`src/rtl/orientation_decoder.sv`:
```
// Receive-side orientation decoder: qualifies strobed codes, drives a 3x3 LED grid and signed directions.
// Optional macro ORIENT_FAULT_BLINK_EN makes the fault display blink instead of staying steadily lit.
module orientation_decoder #(
  parameter logic [15:0] STABLE_CYCLES = 16'd1000,
  parameter logic [23:0] BLINK_DIV     = 24'd12_500_000
) (
  input  logic       clk,
  input  logic       rst,
  input  logic [3:0] orientation,
  input  logic       orient_valid,
  output logic [8:0] led_grid,
  output logic [3:0] disp_code,
  output logic [1:0] roll_dir,
  output logic [1:0] pitch_dir,
  output logic       stable,
  output logic       fault,
  output logic       changed
);

  typedef enum logic [1:0] {ACQUIRE, LOCKED, FAULT} state_t;

  state_t      r_state, w_state_nxt;
  logic [3:0]  r_cand, w_cand_nxt;
  logic [15:0] r_cnt, w_cnt_nxt;
  logic [16:0] w_cnt_inc;
  logic        w_commit;
  logic [3:0]  w_commit_code;
  logic [3:0]  w_disp_nxt;
  logic        w_changed_nxt;
  logic [8:0]  w_onehot, w_fault_led, w_led_nxt;
  logic [1:0]  w_roll, w_pitch, w_roll_nxt, w_pitch_nxt;

  assign w_cnt_inc = {1'b0, r_cnt} + 17'd1;

  always_comb begin
    w_state_nxt   = r_state;
    w_cand_nxt    = r_cand;
    w_cnt_nxt     = r_cnt;
    w_commit      = 1'b0;
    w_commit_code = r_cand;
    if (orient_valid) begin
      if (orientation > 4'd8) begin
        w_cnt_nxt   = '0;
        w_state_nxt = FAULT;
      end else if (orientation == r_cand && r_cnt != '0) begin
        if (r_cnt != STABLE_CYCLES) w_cnt_nxt = w_cnt_inc[15:0];
        w_commit = (w_cnt_inc == {1'b0, STABLE_CYCLES});
      end else begin
        w_cand_nxt    = orientation;
        w_cnt_nxt     = 16'd1;
        w_commit_code = orientation;
        w_commit      = (STABLE_CYCLES == 16'd1);
      end
      if (w_commit) w_state_nxt = LOCKED;
    end
    w_disp_nxt    = w_commit ? w_commit_code : disp_code;
    w_changed_nxt = w_commit && ((w_commit_code != disp_code) || (r_state != LOCKED));
  end

  // Grid index = row*3+col; roll is +1 toward the right, pitch is +1 toward the top.
  always_comb begin
    w_onehot = '0;
    w_roll   = 2'b00;
    w_pitch  = 2'b00;
    case (w_disp_nxt)
      4'd1:    begin w_onehot[1] = 1'b1;                     w_pitch = 2'b01; end
      4'd2:    begin w_onehot[2] = 1'b1; w_roll = 2'b01;     w_pitch = 2'b01; end
      4'd3:    begin w_onehot[5] = 1'b1; w_roll = 2'b01;                      end
      4'd4:    begin w_onehot[8] = 1'b1; w_roll = 2'b01;     w_pitch = 2'b11; end
      4'd5:    begin w_onehot[7] = 1'b1;                     w_pitch = 2'b11; end
      4'd6:    begin w_onehot[6] = 1'b1; w_roll = 2'b11;     w_pitch = 2'b11; end
      4'd7:    begin w_onehot[3] = 1'b1; w_roll = 2'b11;                      end
      4'd8:    begin w_onehot[0] = 1'b1; w_roll = 2'b11;     w_pitch = 2'b01; end
      default: begin w_onehot[4] = 1'b1;                                      end
    endcase
  end

`ifdef ORIENT_FAULT_BLINK_EN
  logic [23:0] r_blink_cnt, w_blink_cnt_nxt;
  logic        r_blink_on, w_blink_on_nxt;

  always_comb begin
    w_blink_cnt_nxt = r_blink_cnt;
    w_blink_on_nxt  = r_blink_on;
    if (w_state_nxt == FAULT && r_state != FAULT) begin
      w_blink_cnt_nxt = '0;
      w_blink_on_nxt  = 1'b1;
    end else if (r_state == FAULT) begin
      if (r_blink_cnt == BLINK_DIV - 24'd1) begin
        w_blink_cnt_nxt = '0;
        w_blink_on_nxt  = ~r_blink_on;
      end else begin
        w_blink_cnt_nxt = r_blink_cnt + 24'd1;
      end
    end
    w_fault_led = w_blink_on_nxt ? 9'h1FF : 9'h000;
  end

  always_ff @(posedge clk or posedge rst) begin
    if (rst) begin
      r_blink_cnt <= '0;
      r_blink_on  <= 1'b1;
    end else begin
      r_blink_cnt <= w_blink_cnt_nxt;
      r_blink_on  <= w_blink_on_nxt;
    end
  end
`else
  logic w_unused_blink;
  assign w_unused_blink = ^BLINK_DIV;
  assign w_fault_led    = '1;
`endif

  // Outputs are decoded from next-state values so the registered outputs track the state with no lag.
  always_comb begin
    w_led_nxt   = '0;
    w_roll_nxt  = 2'b00;
    w_pitch_nxt = 2'b00;
    case (w_state_nxt)
      LOCKED: begin
        w_led_nxt   = w_onehot;
        w_roll_nxt  = w_roll;
        w_pitch_nxt = w_pitch;
      end
      FAULT:   w_led_nxt = w_fault_led;
      default: w_led_nxt = '0;
    endcase
  end

  always_ff @(posedge clk or posedge rst) begin
    if (rst) begin
      r_state   <= ACQUIRE;
      r_cand    <= '0;
      r_cnt     <= '0;
      led_grid  <= '0;
      disp_code <= '0;
      roll_dir  <= 2'b00;
      pitch_dir <= 2'b00;
      stable    <= 1'b0;
      fault     <= 1'b0;
      changed   <= 1'b0;
    end else begin
      r_state   <= w_state_nxt;
      r_cand    <= w_cand_nxt;
      r_cnt     <= w_cnt_nxt;
      led_grid  <= w_led_nxt;
      disp_code <= w_disp_nxt;
      roll_dir  <= w_roll_nxt;
      pitch_dir <= w_pitch_nxt;
      stable    <= (w_state_nxt == LOCKED);
      fault     <= (w_state_nxt == FAULT);
      changed   <= w_changed_nxt;
    end
  end

endmodule

```
`config.mk`:
```
export PLATFORM = sky130hd
export DESIGN_NAME = orientation_decoder
export DESIGN_NICKNAME = d
export VERILOG_FILES = /design/src/rtl/orientation_decoder.sv
export SDC_FILE = /design/constraint.sdc
export NUM_CORES = 1
export LEC_CHECK = 0
export BUFFER_PORTS_ARGS = -buffer_cell sky130_fd_sc_hd__buf_2
export CAP_MARGIN = 20
export CORE_ASPECT_RATIO = 1.4
export CORE_MARGIN = 1
export CORE_UTILIZATION = 50
export DETAILED_ROUTE_END_ITERATION = 10
export GPL_TIMING_DRIVEN = 0
export PLACE_DENSITY = 0.82
export SLEW_MARGIN = 20
export SYNTH_ARGS = -nofsm -noshare
export SYNTH_HDL_FRONTEND = slang
export SYNTH_SLANG_ARGS = --single-unit
```
`constraint.sdc`:
```
create_clock -name clk -period 3.4 [get_ports clk]
set_input_delay 0.68 -clock clk [delete_from_list [all_inputs] [get_ports clk]]
set_output_delay 0.68 -clock clk [all_outputs]
set_load 0.02 [all_outputs]
```
# After elaboration in Yosys (flattened, before gate mapping)
# Cells that the tools add are included.
[classes]
add_sub_neg = 1
magnitude_cmp = 1
eq_ne = 16
n_mux = 28
n_reduce_logical = 10
[op_table]
columns = ["operator", "count"]
rows = [
  ["16-bit two-way mux", 3],
  ["9-bit case mux with 2 select lines", 1],
  ["16-bit by 1-bit adder with 17-bit output, second input constant", 1],
  ["17-bit by 10-bit equality test with 1-bit output, second input constant", 1],
  ["4-bit by 3-bit equality test with 1-bit output, second input constant", 4],
  ["4-bit two-way mux", 4],
  ["16-bit by 10-bit != test with 1-bit output, second input constant", 1],
  ["16-bit nonzero test", 1],
  ["1-bit two-way mux", 13],
  ["3-bit OR reduction", 4],
  ["2-bit two-way mux", 5],
  ["4-bit by 2-bit equality test with 1-bit output, second input constant", 2],
  ["2-bit case mux with 2 select lines", 2],
  ["8-bit OR reduction", 1],
  ["4-bit by 1-bit equality test with 1-bit output, second input constant", 1],
  ["4-bit equality test", 1],
  ["4-bit equality test, second input constant", 1],
  ["4-bit greater-than comparator, second input constant", 1],
  ["4-bit != test", 1],
  ["3-bit by 2-bit != test with 1-bit output, second input constant", 1],
  ["2-bit by 1-bit equality test with 1-bit output, second input constant", 1],
  ["2-bit equality test, second input constant", 1],
  ["1-bit logical AND", 2],
  ["2-bit by 1-bit != test with 1-bit output, second input constant", 1],
  ["other kinds (2)", 2],
]
[totals]
regBits = 42
out_inout_bits = 20
wordCells = 66

# Longest topological paths before layout
# Gate-level depths: netlist (run 1).
[depth]
word_depth = 11
mapped_depth = 14

# Worst setup path before layout (run 1)
# No wires, ideal clock.
[synth_timing]
kind = "input port to flip-flop"
start = "in orientation[0]"
end = "reg led_grid[4]"
setup_time_ns = 0.083
t_arrival_ns = 3.296
setup_slack_ns = 0.022
cell_stages = 12
cell_sequence = "o31a_1 > nor2b_1 > nand3_1 > nand4bb_4 > nor4_4 > buf_2 > a21oi_1 > ha_1 > clkbuf_1 > nand2b_1 > a211o_1 > o21ai_0"
[synth_via]
elab_chain_cells = 11
word_cells_on_any_way = 27
classes_between = "order compare: 1; eq/ne: 11; mux: 13; reduce/logical: 2"
[synth_rtl]
columns = ["element", "line_no", "rtl"]
rows = [
  ["start, declared", "9", "input logic [3:0] orientation,"],
  ["4-bit equality test", "45", "end else if (orientation == r_cand && r_cnt != '0) begin"],
  ["1-bit logical AND", "45", ""],
  ["1-bit two-way mux", "45", ""],
  ["1-bit two-way mux", "42", "if (orientation > 4'd8) begin"],
  ["1-bit two-way mux (2 in a row)", "41", "if (orient_valid) begin"],
  ["4-bit two-way mux", "56", "w_disp_nxt = w_commit ? w_commit_code : disp_code;"],
  ["4-bit equality test, or another cell as far along", "65", "case (w_disp_nxt)"],
  ["8-bit OR reduction (no line)", "--", ""],
  ["1-bit two-way mux", "65", ""],
  ["9-bit case mux with 2 select lines (*)", "119", "case (w_state_nxt)"],
  ["via w_led_nxt[4]", "30", "logic [8:0] w_onehot, w_fault_led, w_led_nxt;"],
  ["end signal, assigned", "146", "led_grid <= w_led_nxt;"],
  ["end, declared", "11", "output logic [8:0] led_grid,"],
]
# The timed path passes the listed nets; every way through them passes the cells marked *. The select of a mux whose other input is x is not followed.
# A chain may end at the register's enable or synchronous reset.

# Worst setup path after layout (run 1)
[layout_timing]
start = "reg r_cnt[0]"
end = "reg r_cnt[15]"
[layout_via]
elab_chain_cells = 4
word_cells_on_any_way = 9
classes_between = "add/sub: 1; eq/ne: 2; mux: 3; reduce/logical: 3"
[layout_rtl]
columns = ["element", "line_no", "rtl"]
rows = [
  ["start, declared", "24", "logic [15:0] r_cnt, w_cnt_nxt;"],
  ["start signal, assigned", "145", "r_cnt <= w_cnt_nxt;"],
  ["16-bit by 1-bit adder with 17-bit output / 16-bit nonzero test (equally long branches)", "33, 45", ""],
  ["16-bit two-way mux / 1-bit logical AND (equally long branches)", "46, 45", ""],
  ["16-bit two-way mux / 3-bit by 2-bit != test with 1-bit output (equally long branches)", "--", ""],
  ["16-bit two-way mux / 2-bit AND reduction (equally long branches)", "--", ""],
]
# Several ways; a longest one is shown, not always the timed one. The select of a mux whose other input is x is not followed.

==> summary.json, run 1 <==
{
  "remaining_drc_errors": 0,
  "post-route-cell-area_um2": 2970,
  "drv_cap": 0,
  "core.rowCount": 30,
  "synthToLayoutAreaGrowth_pct": 15.6,
  "ys.flop_type": "dfrtp_1",
  "root_buffer": "clkbuf_8",
  "dp.final_hpwl_um": 4410,
  "powerDensity_nw_per_um2": 349,
  "timing_max_transition_violations_final": 0,
  "initial_core_util_pct": 52.6,
  "global_route.usage.total_pct": 24.2,
  "io_pins": 27,
  "ffs_w_async_s_r_synth_pct": 100,
  "synth_fp_nets": 302,
  "fmax_mhz": 313,
  "critPathSlowestCell": "o21ai_1",
  "status": "finished, final reports clean",
  "share_of_the_cycle_needed_by_the_critical_path_after_routing_pct": 93.9,
  "cts.clk_slew.worst_paths_ns": 0.09,
  "cts_buffers": 5,
  "reg2regPathDepth": 10,
  "clock_tree.buffer_depth": 2,
  "first_pass_grt_wire_length_um": 10300,
  "preCtsSetupSlack_ns": -0.751,
  "number_of_standard_cells_after_synthesis": 290,
  "design.core.area_um2": 4880,
  "synth-edff-count": 0,
  "critical-path-max-stage-delay_ns": 0.62,
  "worst_slack_ns": 0.207,
  "cts_tree": "yes",
  "ant_nets": 0,
  "power.leakage_nw": 1.21,
  "port-buffer-count": 26,
  "vias_per_cell": 5.96,
  "routed_wl_um": 6170,
  "worstSkewPairLatency_ns": 0.30,
  "setup-tns-final_ns": 0,
  "htree_levels": 2,
  "area_of_the_mapped_netlist_um2": 2570,
  "worstPathCellList": "inv_1, ha_1, nor3b_1, and4_1, or3_1, clkbuf_1, o21ai_1, or2_2, clkbuf_1, o21ai_0",
  "final_layout_size_suffix_gt1_share_pct": 19.9,
  "power.ir.vdd_worst_v": 0.000300,
  "synth.distinct_cells": 53,
  "p_total_w": 0.00103,
  "hold_path.class": "in -> async",
  "worstSetupPathType": "reg -> reg",
  "yosys_warnings": 0,
  "worst-endpoint-arrival_ns": 3.36,
  "report.final.setup_viol": 0,
  "required_ns": 3.56,
  "tightestPinTransition_ns": 0.696,
  "crit-reg2reg-capture": "r_cnt[15]$_DFFE_PP0P_",
  "first_global_vias": 2258,
  "finalClockSkew_ns": 0.00785,
  "grt_antenna_before_repair": 0,
  "end_kind": "register",
  "detailedRoute.firstIterationViolations": 103,
  "post_synth.cell_area_avg_um2": 8.85,
  "clock_sinks": 42,
  "timing_hold_violations_final": 0,
  "die_x_um": 62.6,
  "maxSlewHeadroom_pct": 53.3,
  "globalRouteOverflowTotal": 0,
  "grt_max_degree": 31,
  "globalplace.congestion": 0.908,
  "detailroute.via_count": 2325,
  "synth_seq_cells": 42,
  "dieArea_um2": 5430,
  "die_h_um": 86.8,
  "worst-r2r-setup-slack_ns": 0.21,
  "r2r_start": "r_cnt[0]$_DFFE_PP0P_",
  "synth_seq_area_share_pct": 40.9,
  "finalHoldWorstSlack_ns": 0.309,
  "cp_max_fo": 10,
  "placed_cell_area_um2": 2800,
  "period_needed_ns": 3.19,
  "cpMostUsedCell": "clkbuf_1",
  "nets": 337,
  "num_antenna_cells": 0,
  "setup.worst_path.start_class": "register",
  "drt-pass1-iter-count": 6,
  "post_dr_wirelength_cell_um": 15.8
}
[timing repair]
item / CTS / global route
hold buffers: 0 / 0
cloned: 0 / 0
gates resized for setup: 3 / 10
endpoints found under the setup margin: 11 / 13
pin swaps: 1 / 2
setup buffers: 1 / 1
[cells by family (layout without fill, tap and decap cells)]
kind of cell	Yosys count	count (layout)	synth area share [%]
muxes	8	8	3.46
DFF	42	42	40.9
AOI/OAI and AO/OA	76	76	18.8
adders and majority gates	5	5	2.44
and+or+nand+nor	124	124	27.1
xor gates and xnor gates	8	8	2.73
buffers and inverters	27	63	4.48
[layout by cell type, fill, tap and decap left out, types with 3 or more instances in the layout]
cell type  Yosys  layout
dfrtp_1       42      40
buf_2          4      29
o21ai_0       27      27
nor2_1        25      25
nand2_1       22      22
nor2b_1       13      13
a21oi_1       13      13
o31ai_1       12      12
inv_1         12      11
nand3_1       10      10
xnor2_1        7       7
and3_1         6       6
nand4_1        6       6
clkbuf_1       7       6
nor3_1         8       6
or3_1          5       5
nor4_1         6       5
clkbuf_8       0       5
and4_1         4       4
mux2i_1        4       4
nand2b_1       5       4
mux2_2         3       3
and2_1         3       3
nor3_2         1       3
o21ai_1        3       3
a31oi_1        3       3
o41ai_1        3       3
[cell type report]
class,instances,area (µm²)
plain buffers,13,68.8
clock buffers,5,68.8
clock inverters,3,45.0
fillers,421,1910
inverters,13,48.8
multi-input cells,221,1440
flip-flops and latches,42,1050
well taps,64,80.1
repair buffers,29,165
[worst max path at each step]
stage                              start               endpoint  slack (ns)
floorplan                 orientation[0]  led_grid[4]$_DFF_PP0_        0.02
global placement          orientation[0]  led_grid[7]$_DFF_PP0_       -0.67
detailed placement        orientation[0]  led_grid[4]$_DFF_PP0_       -0.75
CTS                 r_cnt[0]$_DFFE_PP0P_  led_grid[4]$_DFF_PP0_        0.02
global route        r_cnt[0]$_DFFE_PP0P_  r_cnt[15]$_DFFE_PP0P_      -0.003
finish              r_cnt[0]$_DFFE_PP0P_  r_cnt[15]$_DFFE_PP0P_        0.21
[flip-flops by register name, summed over array words and instances (netlist names)]
register,cells
r_state,2
stable,1
changed,1
r_cnt,16
led_grid,9
disp_code,4
pitch_dir,2
r_cand,4
fault,1
roll_dir,2
[Yosys cell counts, drive strengths merged, types with 2 or more instances]
master | number | area, µm²
nor2b | 13 | 81.3
o41ai | 3 | 26.3
or3 | 5 | 31.3
a21oi | 13 | 65.1
and2 | 3 | 18.8
xnor2 | 7 | 61.3
and4 | 4 | 35.0
or2 | 2 | 12.5
nand2b | 5 | 31.3
nor4 | 7 | 58.8
inv | 12 | 45.0
dfrtp | 42 | 1050
nor2 | 25 | 93.8
nand3 | 11 | 60.1
a32oi | 2 | 25.0
mux2i | 4 | 40.0
nor3b | 2 | 15.0
o21ai | 30 | 150
nor3 | 9 | 50.1
o22ai | 2 | 12.5
ha | 5 | 62.6
a211oi | 2 | 15.0
nand4 | 6 | 37.5
clkbuf | 8 | 31.3
a31oi | 3 | 18.8
nand2 | 22 | 82.6
o31ai | 13 | 103
buf | 6 | 35.0
and3 | 6 | 37.5
mux2 | 4 | 48.8
a211o | 2 | 17.5
[metal layers]
metal  vias up  track usage (%)  wire length [µm]
met5         -                0                 0
met4         0             13.1               189
met3        20             3.42               307
met2        86             44.9              3330
met1      1101             26.4              2340
li1       1118                -                 -
[where the power goes]
group / internal [W] / total (W) / switching [W]
combinational: 0.0000390 / 0.000111 / 0.0000723
clock: 0.000218 / 0.000405 / 0.000187
sequential: 0.000508 / 0.000518 / 0.0000104
total: 0.000765 / 0.00103 / 0.000269
[critical path: cells and delay by family (launching register included)]
kind            cells  cell delay, ns
simple gates        4            0.89
buf+inv             3            0.72
fa+ha+maj           1            0.20
compound gates      2            0.82
flops               1            0.42
[metrics by stage]
| step | utilization, % | cells |
|---|---|---|
| after detailed placement | 57.3 | 381 |
| after global placement | 56.9 | 380 |
| after floorplan | - | 290 |
| after global routing | 60.8 | 390 |
| after CTS | 59.9 | 389 |
| final | 60.8 | 390 |
Power figures use the tool's default switching activity.
==> run 2: changes to the inputs <==
--- a/config.mk
+++ b/config.mk
@@ -12,8 +12,8 @@
 export CORE_UTILIZATION = 50
 export DETAILED_ROUTE_END_ITERATION = 10
 export GPL_TIMING_DRIVEN = 0
-export PLACE_DENSITY = 0.82
-export SLEW_MARGIN = 20
+export PLACE_DENSITY = 0.8
+export SLEW_MARGIN = 30
 export SYNTH_ARGS = -nofsm -noshare
 export SYNTH_HDL_FRONTEND = slang
 export SYNTH_SLANG_ARGS = --single-unit
==> constraint.sdc (replaced) <==
create_clock -name clk -period 3.06 [get_ports clk]
set_input_delay 0.612 -clock clk [delete_from_list [all_inputs] [get_ports clk]]
set_output_delay 0.612 -clock clk [all_outputs]
set_load 0.02 [all_outputs]
==> run 2 against run 1 <==
Combinational power rose by 23%. Hold slack improved by 0.0032 ns. The run now ends with setup timing left. Cell count rose by 2.3%. Sequential power rose by 11%. Critical path type unchanged. Power rose by 5.6%. Clock skew barely moved. Register-to-register slack got worse by 0.21 ns. Critical path depth rose by 3. Highest routed layer unchanged.
==> summary.json, run 2 (synthesis results as in run 1) <==
{
  "largest_register_ffs": {"value": 16, "change": "unchanged"},
  "nets": {"value": 346, "change": "+2.7%"},
  "grt_max_degree": {"value": 24, "change": "-23%"},
  "fmax": {"value": 326, "unit": "MHz", "change": "+4.2%"},
  "cts_buffers": {"value": 5, "change": "unchanged"},
  "first_pass_grt_wire_length": {"value": 10700, "unit": "µm", "change": "+4.1%"},
  "clock_tree.buffer_depth": {"value": 2, "change": "unchanged"},
  "root_buffer": "clkbuf_8",
  "cts.clk_slew.worst_paths": {"value": 0.09, "unit": "ns", "change": "about the same"},
  "maxSlewHeadroom": {"value": 67.3, "unit": "%", "change": "+14 points"},
  "htree_levels": {"value": 2, "change": "unchanged"},
  "post_dr_wirelength_cell": {"value": 16.4, "unit": "µm", "change": "+3.5%"},
  "port-buffer-count": {"value": 26, "change": "unchanged"},
  "finalHoldWorstSlack": {"value": 0.312, "unit": "ns", "change": "+0.00322 ns"},
  "rsz_0062_raised_after_global_routing": "yes",
  "worstSkewPairLatency": {"value": 0.30, "unit": "ns", "change": "about the same"},
  "final.fill_count": {"value": 411, "change": "-2.4%"},
  "period_needed": {"value": 3.07, "unit": "ns", "change": "-0.127 ns"},
  "stdcell_count": {"value": 399, "change": "+2.3%"},
  "drv_cap": {"value": 0, "change": "unchanged"},
  "synthToLayoutAreaGrowth_pct": 23.6,
  "dieArea": {"value": 5430, "unit": "µm²", "change": "unchanged"},
  "post-route-cell-area": {"value": 3170, "unit": "µm²", "change": "+7.0%"},
  "die_h": {"value": 86.8, "unit": "µm", "change": "unchanged"},
  "routed_wl": {"value": 6540, "unit": "µm", "change": "+5.9%"},
  "timing_max_transition_violations_final": {"value": 0, "change": "unchanged"},
  "hold_path.class": "in -> async",
  "io_pins": {"value": 27, "change": "unchanged"},
  "registers_with_the_most_flip_flops": "r_cnt (16), led_grid (9)",
  "core.rowCount": {"value": 30, "change": "unchanged"},
  "status": "finished with violations",
  "initial_core_util": {"value": 52.6, "unit": "%", "change": "unchanged"},
  "power.ir.vdd_worst": {"value": 0.000306, "unit": "V", "change": "+2.0%"},
  "remaining_drc_errors": {"value": 0, "change": "unchanged"},
  "most-common-layout-cells": "dfrtp_1, buf_2, o21ai_0",
  "placed_cell_area": {"value": 2850, "unit": "µm²", "change": "+2.0%"},
  "required": {"value": 3.29, "unit": "ns", "change": "-0.27 ns"},
  "power.leakage": {"value": 1.30, "unit": "nW", "change": "+7.5%"},
  "first_global_vias": {"value": 2378, "change": "+5.3%"},
  "max_flop_register": "r_cnt",
  "failed_checks": "setup timing",
  "cp_max_fo": {"value": 9, "change": "-1"},
  "grt_antenna_before_repair": {"value": 0, "change": "unchanged"},
  "dp.final_hpwl": {"value": 4530, "unit": "µm", "change": "+2.7%"},
  "tightestPinTransition": {"value": 0.491, "unit": "ns", "change": "-0.205 ns"},
  "detailedRoute.firstIterationViolations": {"value": 120, "change": "+17%"},
  "detailroute.via_count": {"value": 2396, "change": "+3.1%"},
  "die_x": {"value": 62.6, "unit": "µm", "change": "unchanged"},
  "most_common_cell_after_layout_fill_and_taps_aside": "dfrtp_1",
  "clock_sinks": {"value": 42, "change": "unchanged"},
  "worstSetupPathType": "reg -> reg",
  "worst_slack": {"value": -0.00578, "unit": "ns", "change": "-0.213 ns"},
  "worst-endpoint-arrival": {"value": 3.30, "unit": "ns", "change": "-0.06 ns"},
  "num_antenna_cells": {"value": 0, "change": "unchanged"},
  "powerDensity": {"value": 344, "unit": "nW/µm²", "change": "-1.3%"},
  "drt-pass1-iter-count": {"value": 4, "change": "-2"},
  "finalClockSkew": {"value": 0.00814, "unit": "ns", "change": "+0.000287 ns"},
  "vias_per_cell": {"value": 6.01, "change": "+0.73%"},
  "multiInputGateArea": {"value": 1580, "unit": "µm²", "change": "+9.7%"},
  "ff_latch_area": {"value": 1050, "unit": "µm²", "change": "+0.12%"},
  "setup.worst_path.start_class": "register",
  "end_kind": "register",
  "design.core.area": {"value": 4880, "unit": "µm²", "change": "unchanged"},
  "timing_hold_violations_final": {"value": 0, "change": "unchanged"},
  "ant_nets": {"value": 0, "change": "unchanged"},
  "cts_tree": "yes",
  "post-place-cells": {"value": 381, "change": "unchanged"},
  "final_layout_size_suffix_gt1_share": {"value": 27.8, "unit": "%", "change": "+7.8 points"},
  "reg2regPathDepth": {"value": 13, "change": "+3"},
  "globalplace.congestion": {"value": 0.912, "change": "+0.47%"},
  "global_route.usage.total": {"value": 25.5, "unit": "%", "change": "+1.3 points"},
  "globalRouteOverflowTotal": {"value": 0, "change": "unchanged"},
  "share_of_the_cycle_needed_by_the_critical_path_after_routing": {"value": 100, "unit": "%", "change": "+6.3 points"},
  "report.final.setup_viol": {"value": 1, "change": "+1"}
}
run 2: cell types whose count changed in the layout (fill, tap and decap cells not counted), sizes merged:
cell | before | now
buf | 35 | 46
clkinvlp | 2 | 1
inv | 12 | 14
clkbuf | 12 | 10
bufinv | 1 | 0
run 2: final cells by class:
cell class                      instances  area share (%)
Sequential cell                        42            33.2
Clock buffer                            5            2.17
Multi-Input combinational cell        221            49.7
Buffer                                 13            2.52
Clock inverter                          3           0.788
Inverter                               13            1.54
Tap cell                               64            2.52
Timing Repair Buffer                   38            7.57
run 2: worst paths after layout:
path	startpoint	end	slack (ns)
setup / recovery	r_cnt[1]$_DFFE_PP0P_	led_grid[4]$_DFF_PP0_	-0.006
hold / removal	rst	led_grid[1]$_DFF_PP0_	0.31
setup reg to reg	r_cnt[1]$_DFFE_PP0P_	led_grid[4]$_DFF_PP0_	-0.006
hold reg to reg	r_cnt[12]$_DFFE_PP0P_	r_cnt[12]$_DFFE_PP0P_	0.57
max in group asynchronous	rst	r_cnt[0]$_DFFE_PP0P_	2.26
min in group clk	r_cnt[12]$_DFFE_PP0P_	r_cnt[12]$_DFFE_PP0P_	0.57
run 2: critical path: stages, from the launching register on:
cell       delay, ns
dfrtp_2         0.41
ha_4            0.18
nand3_4         0.11
or3_4           0.41
a211o_1         0.26
nand4bb_4       0.21
nor4_4          0.33
buf_6           0.17
nor2_4          0.05
ha_4            0.24
buf_8           0.13
nand2b_4        0.13
a211o_1         0.23
o21ai_2         0.13
run 2: per-layer routing:
metal  vias up  GRT usage [%]  wire [µm]
met5         -              0          0
li1       1144              -          -
met4         0           16.3        226
met2        76           46.9       3600
met3        23           3.29        256
met1      1153           27.3       2460
run 2: timing repair:
action                     in CTS  in global routing
setup buffers                   6                  5
hold buffers                    0                  0
pin swaps                       2                  5
setup endpoints to repair      24                 23
resized for setup               6                 24
run 2: where the power goes:
| group | switching [W] | total [W] | internal [W] |
|---|---|---|---|
| sequential | 0.00000989 | 0.000574 | 0.000564 |
| clock | 0.000217 | 0.000382 | 0.000165 |
| combinational | 0.0000878 | 0.000137 | 0.0000489 |
run 2: stage by stage:
| stage | util (%) | worst slack (ns) | TNS (ns) | power (W) |
|---|---|---|---|---|
| 3_3_place_gp | 57.9 | -0.729 | -8.97 | 0.000701 |
| 2_1_floorplan | - | -0.249 | -0.538 | 0.000669 |
| 4_1_cts | 61.7 | -0.0588 | -0.0588 | 0.00108 |
| 3_5_place_dp | 58.5 | -0.789 | -9.41 | 0.000708 |
| 5_1_grt | 65.1 | -0.121 | -0.166 | 0.00114 |
| 6_report | 65.1 | -0.00578 | -0.00578 | 0.00109 |
